<file path="src/rtl/bram_arb_pkg.sv">
// Shared constants for the BRAM arbiter: geometry of the BRAM and the
// identifiers of the two requesters that share it.
package bram_arb_pkg;

  localparam int ADDR_WIDTH = 13;
  localparam int DATA_WIDTH = 32;
  localparam int DEPTH      = 8192;

  localparam logic REQ_WALK = 1'b0;
  localparam logic REQ_HOST = 1'b1;

endpackage

</file>
<file path="src/rtl/rr_arb2.sv">
// Two-way round-robin arbiter. A lone requester always wins; under
// contention the requester that was not granted last wins. The
// last-grant pointer only moves when the caller reports a transfer.
module rr_arb2
  import bram_arb_pkg::*;
(
  input  logic       clk,
  input  logic       rst_n,
  input  logic [1:0] req,
  input  logic       advance,
  output logic [1:0] grant
);

  logic last_grant;

  // Pick the winner for this cycle from the requests and the pointer
  always_comb begin
    grant = 2'b00;
    case (req)
      2'b01:   grant = 2'b01;
      2'b10:   grant = 2'b10;
      2'b11:   grant = (last_grant == REQ_HOST) ? 2'b01 : 2'b10;
      default: grant = 2'b00;
    endcase
  end

  // Remember who won the most recent transfer; starts at host so walk wins first
  always_ff @(posedge clk or negedge rst_n) begin
    if (!rst_n) begin
      last_grant <= REQ_HOST;
    end else if (advance) begin
      last_grant <= grant[1];
    end
  end

endmodule

</file>
<file path="src/rtl/bram_arbiter.sv">
// Shares one single-port BRAM between the random-walk engine (requester 0)
// and the host loader (requester 1). One command is accepted per cycle,
// registered into stage 1 which drives the BRAM, then tracked in stage 2
// while the BRAM's registered read data comes back to the issuing requester.
module bram_arbiter #(
  parameter int ADDR_WIDTH = bram_arb_pkg::ADDR_WIDTH,
  parameter int DATA_WIDTH = bram_arb_pkg::DATA_WIDTH
) (
  input  logic                  i_clk,
  input  logic                  i_rst_n,

  input  logic                  i_req0_valid,
  output logic                  o_req0_ready,
  input  logic                  i_req0_we,
  input  logic [ADDR_WIDTH-1:0] i_req0_addr,
  input  logic [DATA_WIDTH-1:0] i_req0_wdata,
  output logic                  o_rsp0_valid,
  output logic [DATA_WIDTH-1:0] o_rsp0_rdata,

  input  logic                  i_req1_valid,
  output logic                  o_req1_ready,
  input  logic                  i_req1_we,
  input  logic [ADDR_WIDTH-1:0] i_req1_addr,
  input  logic [DATA_WIDTH-1:0] i_req1_wdata,
  output logic                  o_rsp1_valid,
  output logic [DATA_WIDTH-1:0] o_rsp1_rdata,

  output logic [ADDR_WIDTH-1:0] o_bram_addr,
  output logic                  o_bram_write,
  output logic [DATA_WIDTH-1:0] o_bram_wdata,
  input  logic [DATA_WIDTH-1:0] i_bram_rdata,

  output logic                  o_busy
);

  import bram_arb_pkg::*;

  logic [1:0]            req_vec;
  logic [1:0]            grant;
  logic [1:0]            ready;
  logic                  accept;
  logic                  sel_host;
  logic                  acc_we;
  logic [ADDR_WIDTH-1:0] acc_addr;
  logic [DATA_WIDTH-1:0] acc_wdata;

  logic                  s1_valid;
  logic                  s1_read;
  logic                  s1_id;
  logic                  s2_valid;
  logic                  s2_read;
  logic                  s2_id;

  assign req_vec = {i_req1_valid, i_req0_valid};

  rr_arb2 u_arb (
    .clk     (i_clk),
    .rst_n   (i_rst_n),
    .req     (req_vec),
    .advance (accept),
    .grant   (grant)
  );

  // Ready is held low while reset is asserted, even if requesters are valid
  assign ready        = grant & {2{i_rst_n}};
  assign o_req0_ready = ready[0];
  assign o_req1_ready = ready[1];
  assign accept       = |(req_vec & ready);

  // Select the winning requester's command fields
  assign sel_host  = ready[1];
  assign acc_we    = sel_host ? i_req1_we    : i_req0_we;
  assign acc_addr  = sel_host ? i_req1_addr  : i_req0_addr;
  assign acc_wdata = sel_host ? i_req1_wdata : i_req0_wdata;

  // Stage 1: capture the accepted command; its address/data registers drive the BRAM directly
  always_ff @(posedge i_clk or negedge i_rst_n) begin
    if (!i_rst_n) begin
      s1_valid     <= 1'b0;
      s1_read      <= 1'b0;
      s1_id        <= REQ_WALK;
      o_bram_write <= 1'b0;
      o_bram_addr  <= '0;
      o_bram_wdata <= '0;
    end else begin
      s1_valid     <= accept;
      s1_read      <= accept & ~acc_we;
      o_bram_write <= accept & acc_we;
      if (accept) begin
        s1_id        <= sel_host;
        o_bram_addr  <= acc_addr;
        o_bram_wdata <= acc_wdata;
      end
    end
  end

  // Stage 2: the BRAM has sampled the address; its read data is valid this cycle
  always_ff @(posedge i_clk or negedge i_rst_n) begin
    if (!i_rst_n) begin
      s2_valid <= 1'b0;
      s2_read  <= 1'b0;
      s2_id    <= REQ_WALK;
    end else begin
      s2_valid <= s1_valid;
      s2_read  <= s1_read;
      s2_id    <= s1_id;
    end
  end

  assign o_rsp0_valid = s2_read & (s2_id == REQ_WALK);
  assign o_rsp1_valid = s2_read & (s2_id == REQ_HOST);
  assign o_rsp0_rdata = i_bram_rdata;
  assign o_rsp1_rdata = i_bram_rdata;
  assign o_busy       = s1_valid | s2_valid;

endmodule

</file>
<file path="config.mk">
export PLATFORM = sky130hd
export DESIGN_NAME = bram_arbiter
export DESIGN_NICKNAME = d
export VERILOG_FILES = /design/src/rtl/bram_arb_pkg.sv /design/src/rtl/rr_arb2.sv /design/src/rtl/bram_arbiter.sv
export SDC_FILE = /design/constraint.sdc
export NUM_CORES = 1
export LEC_CHECK = 0
export ABC_AREA = 1
export CORE_MARGIN = 2
export CORE_UTILIZATION = 35
export DETAILED_ROUTE_END_ITERATION = 10
export GPL_TIMING_DRIVEN = 0
export PLACE_DENSITY_LB_ADDON = 0.1
export SYNTH_ARGS = -nofsm -noshare
export SYNTH_HDL_FRONTEND = slang
export SYNTH_SLANG_ARGS = --single-unit
</file>
<file path="constraint.sdc">
create_clock -name i_clk -period 1.4 [get_ports i_clk]
set_input_delay 0.35 -clock i_clk [delete_from_list [all_inputs] [get_ports i_clk]]
set_output_delay 0.35 -clock i_clk [all_outputs]
set_load 0.05 [all_outputs]
</file>
# After elaboration in Yosys (flattened, before gate mapping)
# Index checks and enable logic that the tools add are counted.
[word_totals]
ff_bits = 53
inputBits = 128
out_inout_bits = 115
word_cells = 28
[op_classes]
n_eq_ne = 3
mux = 5
n_bitwise = 9
reduce_logical = 1
[ops]
columns = ["cell", "n"]
rows = [
  ["$mux W32", 1],
  ["$mux W13", 1],
  ["$pmux W2 S3", 1],
  ["$and A1 B1 Y1", 4],
  ["$and A2 B2 Y2", 2],
  ["$eq A2 B2 Y1 const B", 2],
  ["$eq A2 B1 Y1 const B", 1],
  ["$mux W2", 1],
  ["$not A1 Y1", 2],
  ["$reduce_or A2 Y1", 1],
  ["$mux W1", 1],
  ["$or A1 B1 Y1", 1],
]

# Longest topological paths before layout
# Gate-level depths: netlist (run 1).
[logic_depth]
word_depth = 6
ltp_mapped = 7
mapped_depth_nobuf = 5

# By module
# Synthesis (run 1) repeated with hierarchy kept, for this count alone.
[hier_totals]
hier_cells = 453
hier_area_um2 = 3269.4
[modules_own_cells]
columns = ["module", "instances", "cells_per_inst", "area_per_inst_um2", "seq_area_each_um2"]
rows = [
  ["bram_arbiter", 1, 444, 3205.6, 1301.2],
  ["rr_arb2", 1, 9, 63.8, 26.3],
]

# Worst setup path after synthesis (run 1)
# No wires, ideal clock.
[synth_path]
path_type = "reg-to-output"
start = "reg u_arb.last_grant"
end = "out o_req0_ready"
arrival_ns = 1.575
t_required_ns = 1.050
setup_slack_ns = -0.525
stages_incl_launch_ff = 4
n_path_buf = 1
path_cell_list = "dfstp_2 -> nand2_1 -> clkbuf_1 -> a21oi_1"
[synth_between]
elab_chain_len = 3
[synth_lines]
columns = ["item", "line_no", "source"]
rows = [
  ["start: declaration", "rr_arb2.sv:14", "logic last_grant;"],
  ["start signal: assignment", "rr_arb2.sv:32", "last_grant <= grant[1];"],
  ["$mux W2", "rr_arb2.sv:22", "2'b11: grant = (last_grant == REQ_HOST) ? 2'b01 : 2'b10;"],
  ["$pmux W2 S3", "rr_arb2.sv:19", "case (req)"],
  ["$and A2 B2 Y2", "bram_arbiter.sv:65", "assign ready = grant & {2{i_rst_n}};"],
  ["end: declaration", "bram_arbiter.sv:13", "output logic o_req0_ready,"],
]
# No other way between the ends.

# Final worst setup path (run 1)
# Same ends and word-level chain as after synthesis.

==> metrics.yaml, run 1 <==
logic_synthesis:
  yosys.area.top_type: "dfrtp_1"
  synth_warnings: 0
  syn_avg_cell_area_um2: 7.04
  synth.top_cell.area_share_pct: 38.3
  yosys_most_used_dff: "dfrtp_1"
  synth_edf_count: 0
  netlist_instances: 483
  yosysUniqueCellTypes: 16
  synth-seq-area-share_pct: 39.0
  synthTopCellsByArea: "dfrtp_1 (38%), nand2_1 (16%), buf_4 (14%)"
  synth_most_common_cell: "nand2_1"
  synth_fp_nets: 611
  synth-seq-cells: 53
  netlist_area_um2: 3400
  netlist_top_cells_count: "nand2_1 (143), inv_1 (94), buf_4 (65)"
  async_reset_ff_share_pct: 100
sta:
  final_hold_viol_count: 0
  rsz0062_at_grt: "yes"
  fin_skew_ps: 10.3
  fin_ws_ps: -316
  setup_viol: 3
  finalCritPeriodShare_pct: 123
  tns_ps: -618
  slew_violations: 0
  fmax_mhz: 583
  worst_pin_slew_ps: 507
  maxSlewHeadroom_pct: 66.3
  fin_crit_ps: 1720
final_layout:
  num_antenna_cells: 0
  fin_nets: 835
  postLayoutCoreUtil_pct: 61.0
  drive_gt1_share_pct: 23.3
  syn_to_final_growth_pct: 67.3
run_status:
  failed_checks: "negative setup slack"
  outcome: "finished with violations"
power_and_ir_drop:
  peakVddDrop_uv: 435
  p_leak_nw: 3.26
  power_mw: 5.35
  power_density_nw_per_um2: 941
placement:
  place_congestion: 0.834
  place_hpwl_um: 8230
  port-buffer-count: 210
  dp_slack_ps: -1470
worst_setup_path:
  critPathLaunchType: "register"
  worstPathArrival_ps: 1370
  required_ps: 1050
  worstSetupPathType: "register to output pin"
  cp-startpoint: "u_arb.last_grant$_DFFE_PN1P_"
  cp-end-kind: "output pin"
  reg2reg_from: "u_arb.last_grant$_DFFE_PN1P_"
  crit_fanout: 3
route:
  via_per_inst: 4.48
  avgRoutedWirePerCell_um: 12.8
  vias: 3751
  drt_pass1_iterations: 4
  first_iter_violations: 96
  ant_nets: 0
  totalWireLength_um: 10700
  post-route-drc-count: 0
clock_network:
  cts_buffer_depth: 2
  insertion_delay_ps: 300
  root_buffer: "clkbuf_8"
  cts_tree: "built"
  htreeDepth: 2
  cts_sinks: 53
  cts_made_buffers: 5
  path_clk_slew_ps: 100
floorplanning:
  core_region_area_um2: 9330
  die_height_um: 103
  start_util_pct: 36.5
  die_x_um: 103
  dieArea_um2: 10500
  io_pins: 243
  rows: 35
global_routing:
  overflow: 0
  grt_pass1_wl_um: 16300
  grtUsageTotal_pct: 19.5
  antenna_found_initial: 0
  first_global_vias: 3520
  grt_max_degree: 27
job:
  maxCapViolations: 0
hold_path:
  hp-class: "input port to asynchronous set/reset pin"
[power by group]
group / total, mW / switching [mW] / internal, mW
clock network: 1.05 / 0.512 / 0.535
registers: 1.84 / 0.107 / 1.73
logic: 2.46 / 1.64 / 0.827
total: 5.35 / 2.26 / 3.10
[cell families (layout without fill, tap and decap cells)]
group	count (synthesis)	count (layout)	share of synthesized area, %
buffers and inverters	189	414	29.0
AND/OR/NAND/NOR	238	238	31.4
AO/OA/AOI/OAI	3	3	0.552
flip-flops	53	53	39.0
[registers in the layout (all words and copies together), names as in the netlist]
name,count
u_arb.last_grant,1
s2_id,1
s2_read,1
o_bram_write,1
o_bram_wdata,32
s1_read,1
o_bram_addr,13
s1_valid,1
s2_valid,1
s1_id,1
[timing repair]
item / in CTS / in global routing
pin swaps: 1 / 0
endpoints found under the setup margin: 165 / 48
gates resized for setup: 327 / 34
endpoints found under the hold margin: 26 / 0
hold buffers: 3 / 0
setup buffers: 3 / 0
[area by class of cell]
cell class | instances | area, um^2
plain buffers | 93 | 682
clock buffers | 5 | 68.8
clock inverters | 3 | 46.3
fillers | 894 | 3640
inverters | 96 | 360
multi-input cells | 241 | 1130
flip-flops and latches | 53 | 1330
well taps | 129 | 161
repair buffers | 217 | 1910
[placed cells by master, fill, tap and decap left out, types with 2 or more instances in the layout]
cell and count:
inv_1 94, nand2_1 142, nand4_1 46, dfrtp_1 52, clkbuf_1 3, inv_2 2, clkbuf_8 5, buf_4 75
nand3_1 45, buf_12 3, buf_2 56, buf_6 6, clkdlybuf4s50_1 92, clkbuf_4 3, dlygate4sd2_1 66, nor2_1 2
buf_8 4
[through the flow]
stage,instance area [um^2],hold slack [ps],cells
5_1_grt,5690,43.3,837
3_5_place_dp,5700,340,823
2_1_floorplan,3420,54.4,483
3_3_place_gp,5690,334,822
6_report,5690,49.8,837
4_1_cts,5710,39.1,837
[path summary, 6_finish.rpt]
| kind | end | slack (ps) | depth (start not counted) |
|---|---|---|---|
| setup / recovery | o_req0_ready | -320 | 4 |
| hold / removal | o_bram_wdata[25]$_DFFE_PN0P_ | 50 | 3 |
| setup reg to reg | o_bram_addr[0]$_DFFE_PN0P_ | 30 | 6 |
| hold reg to reg | s2_read$_DFF_PN0_ | 360 | 0 |
| max in group asynchronous | o_bram_wdata[19]$_DFFE_PN0P_ | 1160 | 3 |
| min in group i_clk | s2_read$_DFF_PN0_ | 360 | 0 |
[critical path: stages, from the launching register on]
cell and delay [ps]:
dfstp_2 570, nand2_4 70, buf_8 130, a21oi_4 110, buf_6 170
[per-layer routing]
metal  up-vias  part of all wire (%)  GRT usage [%]
met5         -                     0              0
met4         0                  0.51           4.51
met3         4                   8.6           4.41
met2       181                    49           33.2
met1      1708                    42           25.4
li1       1858                     -              -
Power figures use the tool's default switching activity.
==> run 2, diff against run 1 <==
--- a/config.mk
+++ b/config.mk
@@ -10,6 +10,7 @@
 export CORE_UTILIZATION = 35
 export DETAILED_ROUTE_END_ITERATION = 10
 export GPL_TIMING_DRIVEN = 0
+export HOLD_SLACK_MARGIN = 0.03
 export PLACE_DENSITY_LB_ADDON = 0.1
 export SYNTH_ARGS = -nofsm -noshare
 export SYNTH_HDL_FRONTEND = slang
==> results of run 2 <==
Final layout, timing and power as in run 1 (identical DEF).
==> run 3, diff against run 2 <==
--- a/config.mk
+++ b/config.mk
@@ -14,4 +14,5 @@
 export PLACE_DENSITY_LB_ADDON = 0.1
 export SYNTH_ARGS = -nofsm -noshare
 export SYNTH_HDL_FRONTEND = slang
+export SYNTH_HIERARCHICAL = 1
 export SYNTH_SLANG_ARGS = --single-unit
==> run 3 against run 2 <==
The flow still finishes with violations (negative setup slack). Via count down 1.2%. Global-route usage is 1.4 points higher. Sequential share of layout area decreased by 0.15 points. Fmax decreased by 7.3%. Setup slack worse by 140 ps. Register-to-register slack got worse by 320 ps. Cell area grew 0.64%. Critical endpoint is now o_req1_ready. Largest cell class unchanged. Largest power group unchanged. Highest routed layer unchanged.
==> metrics.yaml, run 3 <==
run_status:
  outcome: "finished with violations"
  failed_checks: "negative setup slack"
sta:
  setup_viol: 53  # +50
  fin_crit_ps: 1850  # +136 ps
  fin_skew_ps: 10.8  # +0.563 ps
  rsz0062_at_grt: "yes"
  final_hold_viol_count: 0  # unchanged
  slew_violations: 0  # unchanged
  maxSlewHeadroom_pct: 65.5  # -0.84 points
  worst_pin_slew_ps: 518  # +10.6 ps
  fmax_mhz: 540  # -7.3%
  finalCritPeriodShare_pct: 132  # +9.7 points
  fin_ws_ps: -451  # -136 ps
final_layout:
  largest_reg_flops: 32  # unchanged
  drive_gt1_share_pct: 36.5  # +13 points
  fillers: 866  # -3.1%
  top_regs: "o_bram_wdata: 32 flops, o_bram_addr: 13 flops"
  fin_area_um2: 5730  # +0.64%
  syn_to_final_growth_pct: 75.1
  mostFrequentLayoutCells: "nand2_1 (191), buf_4 (149), clkdlybuf4s50_1 (92), nand3_1 (90), dfrtp_1 (52)"
  final_common_cell: "nand2_1"
  regMostFlops: "o_bram_wdata"
  num_antenna_cells: 0  # unchanged
  final_cells: 804  # -3.9%
  fin_nets: 820  # -1.8%
global_routing:
  antenna_found_initial: 0  # unchanged
  grtUsageTotal_pct: 21.0  # +1.4 points
  grt_max_degree: 28  # +3.7%
  overflow: 0  # unchanged
  first_global_vias: 3505  # -0.43%
  grt_pass1_wl_um: 16800  # +3.2%
route:
  via_per_inst: 4.61  # +2.9%
  first_iter_violations: 104  # +8.3%
  avgRoutedWirePerCell_um: 13.8  # +7.4%
  vias: 3707  # -1.2%
  drt_pass1_iterations: 4  # unchanged
  totalWireLength_um: 11100  # +3.2%
  ant_nets: 0  # unchanged
  post-route-drc-count: 0  # unchanged
logic_synthesis:
  synth.top_cell.area_share_pct: 39.8  # +1.5 points
  synth_warnings: 6  # +6
  yosys_most_used_dff: "dfrtp_1"
  synth_fp_nets: 581  # -4.9%
  netlist_instances: 453  # -6.2%
  synth-seq-cells: 53  # unchanged
  synth_edf_count: 0  # unchanged
  netlist_area_um2: 3270  # -3.9%
  synthTopCellsByArea: "dfrtp_1 (40%), nand2_1 (22%), buf_4 (16%)"
  yosys.area.top_type: "dfrtp_1"
  syn_avg_cell_area_um2: 7.22  # +2.5%
  netlist_top_cells_count: "nand2_1 (195), nand3_1 (96), buf_4 (71)"
  synth_most_common_cell: "nand2_1"
  yosysUniqueCellTypes: 15  # -1
  synth-seq-area-share_pct: 40.6  # +1.6 points
  async_reset_ff_share_pct: 100  # unchanged
worst_setup_path:
  crit_fanout: 3  # unchanged
  path_buf_inv: 4  # +2
  critPathLaunchType: "register"
  required_ps: 1050  # about the same
  crit_family: "flip-flops"
  crit_path_frequent_cell: "buf_8"
  cp_slowest_stage_delay_ps: 560  # about the same
  worstSetupPathType: "register to output pin"
  crit_chain: "nand2_2 > and2_4 > nand2_4 > buf_8 > buf_12 > inv_8 > buf_8"
  worstPathArrival_ps: 1500  # +130 ps
  cp-end-kind: "output pin"
  cp_slowest_cell: "dfstp_2"
clock_network:
  root_buffer: "clkbuf_8"
  insertion_delay_ps: 310  # about the same
  cts_sinks: 53  # unchanged
  cts_buffer_depth: 2  # unchanged
  htreeDepth: 2  # unchanged
  path_clk_slew_ps: 100  # about the same
  cts_made_buffers: 5  # unchanged
  cts_tree: "built"
placement:
  place_hpwl_um: 7960  # -3.2%
  dp_slack_ps: -1420  # +49.1 ps
  place_congestion: 0.806  # -3.3%
  dp_cells: 775  # -5.8%
  port-buffer-count: 210  # unchanged
  placed_cell_area_um2: 5560  # -2.5%
floorplanning:
  die_height_um: 101  # -1.9%
  die_x_um: 101  # -1.9%
  dieArea_um2: 10100  # -3.7%
  core_region_area_um2: 9150  # -1.9%
  rows: 35  # unchanged
  io_pins: 243  # unchanged
  start_util_pct: 35.7  # -0.74 points
job:
  maxCapViolations: 0  # unchanged
power_and_ir_drop:
  p_leak_nw: 3.17  # -2.7%
  power_density_nw_per_um2: 1210  # +29%
  peakVddDrop_uv: 568  # +31%
hold_path:
  hp-class: "register to register"
==> run 3: final timing paths <==
| path | slack [ps] | end | cells after the start | start |
|---|---|---|---|---|
| setup reg to reg | -290 | o_bram_wdata[18]$_DFFE_PN0P_ | 10 | u_arb/last_grant$_DFFE_PN1P_ |
| min in group asynchronous | 710 | u_arb/last_grant$_DFFE_PN1P_ | 2 | i_rst_n |
| hold reg to reg | 360 | s2_read$_DFF_PN0_ | 0 | s1_read$_DFF_PN0_ |
| setup / recovery | -450 | o_req1_ready | 7 | u_arb/last_grant$_DFFE_PN1P_ |
| hold / removal | 360 | s2_read$_DFF_PN0_ | 0 | s1_read$_DFF_PN0_ |
| max in group asynchronous | 500 | o_bram_wdata[6]$_DFFE_PN0P_ | 3 | i_rst_n |
==> run 3: final cells by class <==
type / count / area [um^2] / area share (%)
plain buffers: 95 / 788 / 13.8
multi-input cells: 295 / 1300 / 22.7
clock buffers: 7 / 86.3 / 1.51
well taps: 111 / 139 / 2.43
clock inverters: 1 / 30.0 / 0.524
inverters: 10 / 48.8 / 0.852
repair buffers: 232 / 2010 / 35.1
flip-flops and latches: 53 / 1330 / 23.2
==> run 3: routing by layer <==
layer	part of all wire (%)	wire length [um]	GRT usage, %
met5	0	0	0
met4	1.4	156	5.58
met3	7.5	826	4.51
met2	51	5670	38.2
met1	40	4400	24.8
==> run 3: cell families after synthesis <==
family	synth area share [%]
buffers and inverters	21.6
AND/OR/NAND/NOR	37.6
AO/OA/AOI/OAI	0.230
flip-flops	40.6
==> run 3: timing repair <==
action                                  in CTS  in global routing
hold buffers                                 2                  0
pin swaps                                    2                  5
gates cloned                                 2                  1
setup buffers                               11                  5
endpoints found under the setup margin     165                 79
gates resized for setup                    324                 64
endpoints found under the hold margin       25                  0
==> run 3: worst register-to-register path, delay by kind of cell, from the launching register on <==
| kind | cells | cell delay (ps) |
|---|---|---|
| AND/OR/NAND/NOR | 6 | 480 |
| buffers and inverters | 4 | 540 |
| flip-flops | 1 | 560 |
==> run 3: power by group <==
group | switching, mW | internal, mW
combinational | 2.49 | 1.26
clock | 0.502 | 0.584
sequential | 0.193 | 1.90
total | 3.19 | 3.75
==> run 3: metrics by stage <==
stage               util, %  hold slack (ps)  power (mW)  setup TNS (ps)
detailed placement     60.7              348        6.00          -47030
global route           62.6              386        7.29          -17020
floorplan                 -             54.4        4.56            -318
global placement       60.6              335        5.95         -233500
finish                 62.6              363        6.93          -12760
CTS                    62.7              369        7.02          -10500
